`src/rtl/fifo_ptr_pkg.sv`:
```
// Shared pointer helpers for the dual-clock Gray-pointer FIFO.
// Used by both the write-side full/level block and the read-side empty block.
package fifo_ptr_pkg;

  localparam int MAX_ADDRSIZE = 16;

  function automatic logic [16:0] bin2gray(input logic [16:0] b);
    return (b >> 1) ^ b;
  endfunction

  // Prefix XOR from the MSB down; callers zero-extend narrower pointers.
  function automatic logic [16:0] gray2bin(input logic [16:0] g);
    logic [16:0] b;
    b[16] = g[16];
    for (int i = 15; i >= 0; i--) begin
      b[i] = b[i+1] ^ g[i];
    end
    return b;
  endfunction

endpackage

```
`src/rtl/wptr_full_lvl_if.sv`:
```
// Write-side FIFO pointer bus: request/threshold in, flags/pointers/level out.
interface wptr_full_lvl_if #(
  parameter int ADDRSIZE = 4
);
  logic                winc;
  logic [ADDRSIZE:0]   wq2_rptr;
  logic [ADDRSIZE:0]   afull_thresh;
  logic                wovf_clr;
  logic                wfull;
  logic                awfull;
  logic [ADDRSIZE-1:0] waddr;
  logic [ADDRSIZE:0]   wptr;
  logic [ADDRSIZE:0]   wlevel;
  logic                wovf;

  modport master (
    output winc, wq2_rptr, afull_thresh, wovf_clr,
    input  wfull, awfull, waddr, wptr, wlevel, wovf
  );

  modport slave (
    input  winc, wq2_rptr, afull_thresh, wovf_clr,
    output wfull, awfull, waddr, wptr, wlevel, wovf
  );
endinterface

```
`src/rtl/wptr_full_lvl.sv`:
```
// Write pointer, full / almost-full flags, occupancy level and sticky
// overflow for the write domain of a Gray-pointer dual-clock FIFO.
module wptr_full_lvl
  import fifo_ptr_pkg::*;
#(
  parameter int ADDRSIZE = 4
) (
  input  logic            wclk,
  input  logic            wrst_n,
  wptr_full_lvl_if.slave  bus
);

  localparam int FW = MAX_ADDRSIZE + 1;

  typedef logic [ADDRSIZE:0] ptr_t;

  ptr_t wbin;
  ptr_t wptr_q;
  ptr_t wlevel_q;
  logic wfull_q;
  logic awfull_q;
  logic wovf_q;

  ptr_t wbinnext;
  ptr_t wgraynext;
  ptr_t rbin_s;
  ptr_t lvl_next;
  logic wr_en;
  logic wfull_val;
  logic awfull_val;

  always_comb begin
    wr_en      = bus.winc & ~wfull_q;
    wbinnext   = wbin + ptr_t'(wr_en);
    wgraynext  = ptr_t'(bin2gray(FW'(wbinnext)));
    rbin_s     = ptr_t'(gray2bin(FW'(bus.wq2_rptr)));
    // Read pointer lags by the synchroniser, so this never under-reports.
    lvl_next   = wbinnext - rbin_s;
    // Full: top two Gray bits inverted, remaining bits equal.
    wfull_val  = (wgraynext == {~bus.wq2_rptr[ADDRSIZE:ADDRSIZE-1],
                                bus.wq2_rptr[ADDRSIZE-2:0]});
    awfull_val = (lvl_next >= bus.afull_thresh);
  end

  always_ff @(posedge wclk or negedge wrst_n) begin
    if (!wrst_n) begin
      wbin     <= '0;
      wptr_q   <= '0;
      wlevel_q <= '0;
      wfull_q  <= 1'b0;
      awfull_q <= 1'b0;
      wovf_q   <= 1'b0;
    end else begin
      wbin     <= wbinnext;
      wptr_q   <= wgraynext;
      wlevel_q <= lvl_next;
      wfull_q  <= wfull_val;
      awfull_q <= awfull_val;
      // A blocked write takes priority over a clear in the same cycle.
      if (bus.winc && wfull_q)
        wovf_q <= 1'b1;
      else if (bus.wovf_clr)
        wovf_q <= 1'b0;
    end
  end

  assign bus.waddr  = wbin[ADDRSIZE-1:0];
  assign bus.wptr   = wptr_q;
  assign bus.wlevel = wlevel_q;
  assign bus.wfull  = wfull_q;
  assign bus.awfull = awfull_q;
  assign bus.wovf   = wovf_q;

endmodule

```
`src/flat_wrapper.sv`:
```
// flat-port wrapper written by rule: the top's interface ports become plain ports
module wptr_full_lvl_flat import fifo_ptr_pkg::*;
#(
  parameter int ADDRSIZE = 4
)
  (wclk, wrst_n, bus_winc, bus_wq2_rptr, bus_afull_thresh, bus_wovf_clr, bus_wfull, bus_awfull, bus_waddr, bus_wptr, bus_wlevel, bus_wovf);
  wptr_full_lvl_if #(.ADDRSIZE(ADDRSIZE)) bus_i ();
  input  logic wclk;
  input  logic wrst_n;
  input wire logic [$bits(bus_i.winc)-1:0] bus_winc;
  input wire logic [$bits(bus_i.wq2_rptr)-1:0] bus_wq2_rptr;
  input wire logic [$bits(bus_i.afull_thresh)-1:0] bus_afull_thresh;
  input wire logic [$bits(bus_i.wovf_clr)-1:0] bus_wovf_clr;
  output wire logic [$bits(bus_i.wfull)-1:0] bus_wfull;
  output wire logic [$bits(bus_i.awfull)-1:0] bus_awfull;
  output wire logic [$bits(bus_i.waddr)-1:0] bus_waddr;
  output wire logic [$bits(bus_i.wptr)-1:0] bus_wptr;
  output wire logic [$bits(bus_i.wlevel)-1:0] bus_wlevel;
  output wire logic [$bits(bus_i.wovf)-1:0] bus_wovf;
  assign bus_i.winc = bus_winc;
  assign bus_i.wq2_rptr = bus_wq2_rptr;
  assign bus_i.afull_thresh = bus_afull_thresh;
  assign bus_i.wovf_clr = bus_wovf_clr;
  assign bus_wfull = bus_i.wfull;
  assign bus_awfull = bus_i.awfull;
  assign bus_waddr = bus_i.waddr;
  assign bus_wptr = bus_i.wptr;
  assign bus_wlevel = bus_i.wlevel;
  assign bus_wovf = bus_i.wovf;
  wptr_full_lvl #(.ADDRSIZE(ADDRSIZE)) u_core (.wclk(wclk), .wrst_n(wrst_n), .bus(bus_i));
endmodule
```
`config.mk`:
```
export PLATFORM = sky130hd
export DESIGN_NAME = wptr_full_lvl_flat
export DESIGN_NICKNAME = d
export VERILOG_FILES = /design/src/rtl/fifo_ptr_pkg.sv /design/src/rtl/wptr_full_lvl_if.sv /design/src/rtl/wptr_full_lvl.sv /design/src/flat_wrapper.sv
export SDC_FILE = /design/constraint.sdc
export NUM_CORES = 1
export LEC_CHECK = 0
export ABC_CLOCK_PERIOD_IN_PS = 7730
export BUFFER_PORTS_ARGS = -buffer_cell sky130_fd_sc_hd__buf_4
export CAP_MARGIN = 5
export CORE_MARGIN = 5
export CORE_UTILIZATION = 53
export DETAILED_ROUTE_END_ITERATION = 7
export HOLD_SLACK_MARGIN = 0.15
export PLACE_DENSITY_LB_ADDON = 0.12
export SLEW_MARGIN = 10
export SYNTH_ARGS = -nofsm -noshare
export SYNTH_HDL_FRONTEND = slang
export SYNTH_SLANG_ARGS = --single-unit
```
`constraint.sdc`:
```
create_clock -name wclk -period 7.73 [get_ports wclk]
set_input_delay 1.1595 -clock wclk [delete_from_list [all_inputs] [get_ports wclk]]
set_output_delay 1.1595 -clock wclk [all_outputs]
set_load 0.005 [all_outputs]
```
==> metrics.cfg <==
[timing]
hold_viol_final=0
tns_ns=0
finClkSkew_ns=0.004468
maxSlewViolCount=0
finalCriticalPeriod_ns=3.588
clock.fmax_ghz=0.2787
finalCritPeriodShare=0.4641
setup_viol=0
setup_ws_ns=4.143
rsz0062_at_grt=no
tightest_slew_ns=0.4073
holdWs_ns=0.5385
slew-limit-headroom=0.7275

[grt]
first_global_vias=730
antenna_found_initial=0
overflow=0
grt_pass1_wl_um=3174
grtUsageTotal=0.1581
grt_max_degree=18

[finish]
instances_no_fill=145
area_growth_pct=29.21
final_util=0.7275
diodes=0
nets=147
fin_area_sq_mm=0.001256
drive_gt1_frac=0.3083

[clock_network]
clock_sinks=17
root_buffer=clkbuf_4
cts_hold_buf=0
clk_pin_slew_ns=0.10
h-tree-depth=1
clk_latency_ns=0.30
cts_resized=0
postCtsSetupBuffers=0
cts_tree=built
cts_buffers=3
cts_buffer_depth=2

[floorplanning]
die_w_um=52.83
die_h_um=52.83
start_util=0.5630
core_area_sq_mm=0.001727
fp.dieArea_sq_mm=0.002791
num_rows=15
ios=31

[place]
gp_congestion=0.7218
placed_cells_incl_taps=141
post-place-ws_ns=3.802
port_buffers=30
hpwlAfterDp_um=1454
dpl_cell_area_sq_mm=0.001229

[setup_path]
criticalPathCategory=primary input to register
r2r_cells=10
arrival_ns=3.79
crit_path_start_kind=primary input
r2r_slack_ns=4.89
worstPathRequired_ns=7.93
r2r_start=u_core.bus.wfull$_DFF_PN0_
cp_max_fo=3
reg2reg_to=u_core.bus.awfull$_DFF_PN0_
end_kind=register

[drt]
vias_per_cell=4.862
postRouteAntennaNets=0
drtPass1Iterations=4
num_vias=705
drc=0
drtIter0Drc=4
wire_per_inst_um=12.28
wirelength_um=1781

[yosys]
synth_edf_count=0
avgSynthCellArea_sq_um=11.30
synth_area_sq_um=972.2
ys_warn_count=0
synthTopCellsByArea=dfrtp_1 44%, ha_1 14%, xnor2_1 9.9%
synth-seq-cells=17
ys.flop_type=dfrtp_1
synth_cells=86
yosysTopAreaCell=dfrtp_1
synth_cell_types=19
synth_common_cells=17 x dfrtp_1, 12 x inv_1, 11 x ha_1, 11 x xnor2_1, 8 x xor2_1
synth_nets=112
yosys.area.top_type_share=0.4376
yosysMostFrequentCell=dfrtp_1
async_flop_share=1.000
ys_seq_area_frac=0.4376

[worst_hold_path]
hold_path_depth=2
holdPathEnd=u_core.bus.wovf$_DFFE_PN0P_
hp-start=u_core.bus.wovf$_DFFE_PN0P_
hold_class=register to register

[power]
power_density_mw_per_mm2=479.8
p_leak_nw=0.6723
peakVddDrop_mv=0.3041
total_power_mw=0.6028

[run]
maxCapViolCount=0

[outcome]
status=completed

[worst max-delay path: stages]
cell,delay [ns]
buf_4,0.12
xnor2_1,0.22
xor2_1,0.24
xor2_1,0.29
xnor2_1,0.11
ha_1,0.21
fa_1,0.48
inv_1,0.05
ha_1,0.26
a21o_1,0.15
a21o_1,0.17
a21o_1,0.17
a21o_1,0.16
[cells in the final DEF, fill, tap and decap left out, types with 2 or more instances in the layout]
cell type and n:
nor2_1 2, xnor2_1 11, nand2_1 4, ha_1 11, inv_1 12, buf_4 30
a21o_1 6, clkbuf_4 3, xor2_1 8, nand3_1 2, nor2b_1 2, dfrtp_1 17
a21oi_1 3
[how the worst max path moves through the flow]
stage                          from  slack (ns)                           to  cells after the start
floorplan           bus_wq2_rptr[4]        4.07  u_core.bus.awfull$_DFF_PN0_                     12
global placement    bus_wq2_rptr[4]        3.87  u_core.bus.awfull$_DFF_PN0_                     13
detailed placement  bus_wq2_rptr[4]        3.80  u_core.bus.awfull$_DFF_PN0_                     13
CTS                 bus_wq2_rptr[4]        4.13  u_core.bus.awfull$_DFF_PN0_                     13
global route        bus_wq2_rptr[4]        3.94  u_core.bus.awfull$_DFF_PN0_                     13
finish              bus_wq2_rptr[4]        4.14  u_core.bus.awfull$_DFF_PN0_                     13
[flip-flops by register name, indices dropped and copies added, names as in the netlist]
| signal | count |
|---|---|
| u_core.bus.wlevel | 5 |
| u_core.wbin | 5 |
| u_core.bus.wptr | 4 |
| u_core.bus.awfull | 1 |
| u_core.bus.wfull | 1 |
| u_core.bus.wovf | 1 |
[logic make-up after synthesis]
family / synth area share
and+or+nand+nor: 0.06564
adders and majority gates: 0.1622
muxes: 0.01158
buffers and inverters: 0.04633
AOI/OAI and AO/OA: 0.08236
DFF: 0.4376
xor gates and xnor gates: 0.1943
[metal layers]
| metal | up-vias | GRT usage | wire [um] |
|---|---|---|---|
| met3 | 4 | 0.03419 | 110 |
| met4 | 0 | 0.06383 | 26 |
| met1 | 331 | 0.1900 | 765 |
| li1 | 346 | - | - |
| met2 | 24 | 0.2707 | 879 |
| met5 | - | 0 | 0 |
[report_power, final]
part	internal, mW	total, mW	leakage [nW]	switching [mW]
registers	0.139	0.167	0.204	0.0289
clock network	0.0193	0.0485	0.0177	0.0292
logic	0.209	0.387	0.451	0.178
[final cells by class]
cell class	count	area, sq um
multi-input combinational	57	501.7
timing repair buffer	30	225.2
inverter	12	45.04
clock inverter	1	5.005
clock buffer	3	22.52
tap	25	31.28
fill	147	470.5
sequential	17	425.4
Note: power is estimated with default switching activity, not from simulation.
